$ cat src/rtl/mod_reduce_serial.sv
//------------------------------------------------------------------------------
// Module      : mod_reduce_serial
// Description : Bit-serial restoring divider, Q = X / M and R = X mod M, with a
//               start/done level handshake matching the upstream multiplier.
// Revision    : 1.0 - initial release
//------------------------------------------------------------------------------
`default_nettype none

module mod_reduce_serial #(
    parameter int X_WIDTH = 128,
    parameter int M_WIDTH = 64
) (
    input  logic               clk,
    input  logic               rst,
    input  logic               start,
    input  logic [X_WIDTH-1:0] X,
    input  logic [M_WIDTH-1:0] M,
    output logic [X_WIDTH-1:0] Q,
    output logic [M_WIDTH-1:0] R,
    output logic               done,
    output logic               err,
    output logic               busy,
    output logic [7:0]         cnt
);

    typedef enum logic [1:0] {
        S_IDLE = 2'd0,
        S_CALC = 2'd1,
        S_DONE = 2'd2
    } state_t;

    localparam logic [7:0] c_XW = 8'(X_WIDTH);

    state_t             r_state;
    logic [X_WIDTH-1:0] r_xsh;
    logic [M_WIDTH-1:0] r_m;

    logic [M_WIDTH:0]   w_t;
    logic [M_WIDTH-1:0] w_diff;
    logic               w_ge;

    // Partial remainder keeps the carry-out of R so the compare never wraps.
    assign w_t    = {R, r_xsh[X_WIDTH-1]};
    assign w_ge   = (w_t >= {1'b0, r_m});
    assign w_diff = w_t[M_WIDTH-1:0] - r_m;

    always_ff @(posedge clk) begin
        if (rst) begin
            r_state <= S_IDLE;
            r_xsh   <= '0;
            r_m     <= '0;
            Q       <= '0;
            R       <= '0;
            done    <= 1'b0;
            err     <= 1'b0;
            busy    <= 1'b0;
            cnt     <= '0;
        end else begin
            case (r_state)
                S_IDLE: begin
                    if (start) begin
                        r_xsh   <= X;
                        r_m     <= M;
                        Q       <= '0;
                        R       <= '0;
                        cnt     <= '0;
                        done    <= 1'b0;
                        err     <= 1'b0;
                        busy    <= 1'b1;
                        r_state <= S_CALC;
                    end
                end
                S_CALC: begin
                    if (r_m == '0) begin
                        err     <= 1'b1;
                        done    <= 1'b1;
                        Q       <= '1;
                        R       <= '0;
                        busy    <= 1'b0;
                        r_state <= S_DONE;
                    end else if (cnt < c_XW) begin
                        R     <= w_ge ? w_diff : w_t[M_WIDTH-1:0];
                        Q     <= {Q[X_WIDTH-2:0], w_ge};
                        r_xsh <= r_xsh << 1;
                        cnt   <= cnt + 8'd1;
                    end else begin
                        done    <= 1'b1;
                        busy    <= 1'b0;
                        r_state <= S_DONE;
                    end
                end
                S_DONE: begin
                    // Results and done persist into IDLE until the next accept.
                    if (!start) begin
                        r_state <= S_IDLE;
                    end
                end
                default: begin
                    busy    <= 1'b0;
                    r_state <= S_IDLE;
                end
            endcase
        end
    end

endmodule

`default_nettype wire

$ cat config.mk
export PLATFORM = sky130hd
export DESIGN_NAME = mod_reduce_serial
export DESIGN_NICKNAME = d
export VERILOG_FILES = /design/src/rtl/mod_reduce_serial.sv
export SDC_FILE = /design/constraint.sdc
export NUM_CORES = 1
export LEC_CHECK = 0
export BUFFER_PORTS_ARGS = -buffer_cell sky130_fd_sc_hd__buf_2
export CAP_MARGIN = 20
export CORE_MARGIN = 5
export CORE_UTILIZATION = 40
export CTS_CLUSTER_SIZE = 14
export DETAILED_ROUTE_END_ITERATION = 7
export PLACE_DENSITY = 0.75
export REMOVE_ABC_BUFFERS = 1
export SLEW_MARGIN = 10
export SYNTH_ARGS = -nofsm -noshare
export SYNTH_HDL_FRONTEND = slang
export SYNTH_SLANG_ARGS = --single-unit
export TNS_END_PERCENT = 20
$ cat constraint.sdc
create_clock -name clk -period 3.1 [get_ports clk]
set_clock_uncertainty 0.2 [all_clocks]
set_input_delay 0.31 -clock clk [delete_from_list [all_inputs] [get_ports clk]]
set_output_delay 0.31 -clock clk [all_outputs]
set_load 0.1 [all_outputs]
==> flow_metrics.py <==
metrics = {
    "critical_path": {
        "crit_path_end": "R[63]",
        "r2r-start": "r_m[2]",
        "cp.arrival_ns": 3.80,
        "worstSetupPathType": "reg2reg",
        "reg2regPathDepth": 13,
        "critPathRequiredTime_ns": 3.41,
        "r2r_end": "R[63]",
        "worstSetupEndpointType": "flip-flop",
        "start_kind": "flip-flop",
        "timing.reg2reg.setup_slack_ns": -0.39,
        "worst-path-max-fanout": 8,
        "startpoint": "r_m[2]",
    },
    "synth": {
        "yosys-top-cells-area": "dfxtp_1, nand2_1, a21oi_1, a311oi_1, o21ai_0",
        "synth-edff-count": 0,
        "ys_warn_count": 0,
        "ys_seq_elements": 397,
        "synthCells": 2562,
        "ys_types": 65,
        "synthArstFlopShare_pct": 0,
        "syn-cell-area_um2": 19390,
        "synth_top_area_share_pct": 41.00,
        "synthFlopType": "dfxtp_1",
        "synth_area_leader_cell": "dfxtp_1",
        "synth_area_per_cell_um2": 7.567,
        "ys_seq_area_share_pct": 41.00,
    },
    "grt": {
        "globalRouteOverflowTotal": 0,
        "grt_max_degree": 130,
        "grt_pass1_vias": 20992,
        "grt_usage_pct": 25.56,
        "antenna_found_initial": 4,
        "grt_pass1_wl_um": 111800,
    },
    "power_and_ir_drop": {
        "peakVddDrop_v": 0.0004714,
        "p_per_area_nw_per_um2": 676.1,
        "leakage_nw": 12.86,
        "finalPower_mw": 19.60,
    },
    "place": {
        "io_buffers": 397,
        "dpl_cell_area_um2": 24250,
        "hpwl_um": 46910,
        "dpl.cell_count": 3716,
        "place.gp.congestion": 0.9584,
        "pre_cts_ws_ns": -0.4747,
    },
    "sta": {
        "post-route-period-util_pct": 112.6,
        "rsz0062_at_grt": "yes",
        "setup_slack_ns": -0.3918,
        "final-hold-violation-count": 0,
        "fin_tns_setup_ns": -20.67,
        "finalSetupViolations": 65,
        "worstMarginPinSlew_ns": 1.134,
        "relSlewSlack_pct": 23.97,
        "fin_crit_ns": 3.492,
        "slew_viol_final": 0,
        "fmax_mhz": 286.4,
    },
    "route": {
        "route.detailed.drc": 0,
        "vias": 22197,
        "drtIter0Drc": 1959,
        "antenna_left": 0,
        "drt-total-wl_um": 74280,
        "vias_per_cell": 5.519,
        "routedWlPerCell_um": 18.47,
        "dr.pass1.iters": 6,
    },
    "hold_path": {
        "hp-class": "reg2reg",
    },
    "cells_and_area": {
        "drive_above_1_share_pct": 29.52,
        "final_cells": 4022,
        "design_area_um2": 28990,
        "multi_input_area_um2": 11250,
        "fin_nets": 3627,
        "register_area_um2": 7958,
        "syn_to_final_growth_pct": 49.55,
        "final.fill_count": 3877,
    },
    "cts": {
        "clockBufferDepth": 3,
        "clock_latency_ns": 0.58,
        "clkSinkCount": 397,
        "cts-root-buf": "clkbuf_16",
        "cts_tree": "yes",
        "htree_num_levels": 2,
        "clkSlewWorstSetupHoldPaths_ns": 0.06,
        "cts_made_buffers": 44,
    },
    "flow_run": {
        "drv_cap": 0,
    },
    "die": {
        "dieArea_um2": 52970,
        "start_util_pct": 40.52,
        "die-width_um": 230.2,
        "die_y_um": 230.2,
        "ioPinCount": 398,
        "rows": 80,
        "coreArea_um2": 47850,
    },
    "outcome": {
        "status": "finished, violations left",
        "violations": "setup timing",
    },
}
==> per-stage QoR <==
step | util, % | hold WS (ns)
3_3_place_gp | 50.68 | 0.2385
5_1_grt | 60.59 | 0.2772
6_report | 60.60 | 0.2556
2_1_floorplan | - | 0.1791
3_5_place_dp | 50.68 | 0.2473
4_1_cts | 58.56 | 0.2559
==> repair_timing <==
action	4_1_cts	5_1_grt
hold buffers	195	0
pin swaps	9	76
gates resized for setup	46	159
endpoints found under the setup margin	136	315
setup buffers	0	12
cloned	2	10
endpoints found under the hold margin	233	0
==> cell families (layout without fill, tap and decap cells) <==
group	after synthesis	count (layout)	share of synthesized area (%)
compound gates	812	816	25.93
other cells	0	6	0
xor+xnor	59	59	2.666
fa+ha+maj	66	66	4.298
flops	397	397	41.00
buf+inv	284	1119	5.931
simple gates	937	937	19.80
mux	7	7	0.3743
==> worst max-delay path: stages (launching register included) <==
cell,delay [ns]
dfxtp_2,0.32
inv_1,0.06
ha_4,0.28
o21a_1,0.14
o31a_2,0.17
o211ai_2,0.12
o31a_1,0.29
or3_4,0.41
a211oi_4,0.35
o21ai_4,0.15
o211a_4,0.38
nand2b_4,0.22
buf_12,0.17
o211ai_1,0.16
==> power by group <==
part	internal [mW]	leakage [nW]	switching [mW]
clock network	3.35	0.766	2.24
registers	5.44	3.24	0.229
logic	3.67	8.85	4.67
total	12.5	12.9	7.14
==> cells in the mapped netlist, types with 3 or more instances <==
| library cell | number |
|---|---|
| a21oi_1 | 302 |
| a31oi_1 | 5 |
| a32oi_1 | 16 |
| nand4_1 | 24 |
| a22o_1 | 15 |
| o31a_1 | 4 |
| buf_6 | 8 |
| o211ai_1 | 4 |
| nand2_1 | 604 |
| and3_1 | 6 |
| clkbuf_1 | 181 |
| or4_1 | 3 |
| o21ai_0 | 187 |
| o21ai_1 | 45 |
| a41oi_1 | 3 |
| nand2b_1 | 9 |
| ha_1 | 65 |
| dfxtp_1 | 397 |
| xor2_1 | 26 |
| nand3_1 | 27 |
| a21o_1 | 35 |
| o21bai_1 | 15 |
| a221oi_1 | 3 |
| mux2i_1 | 5 |
| and2_1 | 6 |
| buf_4 | 3 |
| a211oi_1 | 10 |
| a22oi_1 | 7 |
| a21boi_0 | 3 |
| nor2_1 | 188 |
| o211a_1 | 3 |
| nor3_1 | 23 |
| xnor2_1 | 33 |
| nor2b_1 | 14 |
| buf_1 | 4 |
| o21a_1 | 7 |
| nor4_1 | 21 |
| buf_2 | 10 |
| or3_1 | 4 |
| a311oi_1 | 127 |
| inv_1 | 78 |
==> registers in the layout (all words and copies together), names as in the netlist <==
signal / cells
Q: 128
R: 64
busy: 1
cnt: 8
done: 1
err: 1
r_m: 64
r_state: 2
r_xsh: 128
==> worst min path at each step <==
| stage | depth (start not counted) | from | to | slack [ns] |
|---|---|---|---|---|
| floorplan | 1 | rst | Q[100] | 0.18 |
| global placement | 2 | Q[127] | Q[127] | 0.24 |
| detailed placement | 2 | done | done | 0.25 |
| CTS | 2 | done | done | 0.26 |
| global route | 2 | done | done | 0.28 |
| finish | 2 | done | done | 0.26 |
==> final cells by class <==
cell class,instances,area share (%)
timing repair buffer,960,24.72
clock inverter,20,0.9926
multi-input combinational,1885,38.80
tap,615,2.654
sequential,397,27.45
inverter,78,1.010
clock buffer,61,4.328
antenna,6,0.05179
==> layer usage <==
metal  part of all wire (%)  routed length (um)  track usage [%]  up-vias
li1                       -                   -                -    10572
met1                     39               28830            31.17    10321
met2                     49               36240            43.69     1047
met3                    7.5                5560            4.947      255
met4                    4.9                3629            11.79        2
met5                  0.018                  13                0        -
==> layout by cell type, fill, tap and decap left out, types with 27 or more instances in the layout <==
cell type / count
o21ai_0: 166
nand2_1: 591
inv_1: 75
dfxtp_1: 389
xnor2_1: 31
buf_2: 396
ha_1: 52
a21oi_1: 286
nor2_1: 175
a21o_1: 35
buf_4: 328
o21ai_1: 47
clkbuf_16: 51
dlygate4sd3_1: 195
a311oi_1: 123
nand3_1: 27
Note: power is estimated with default switching activity, not from simulation.
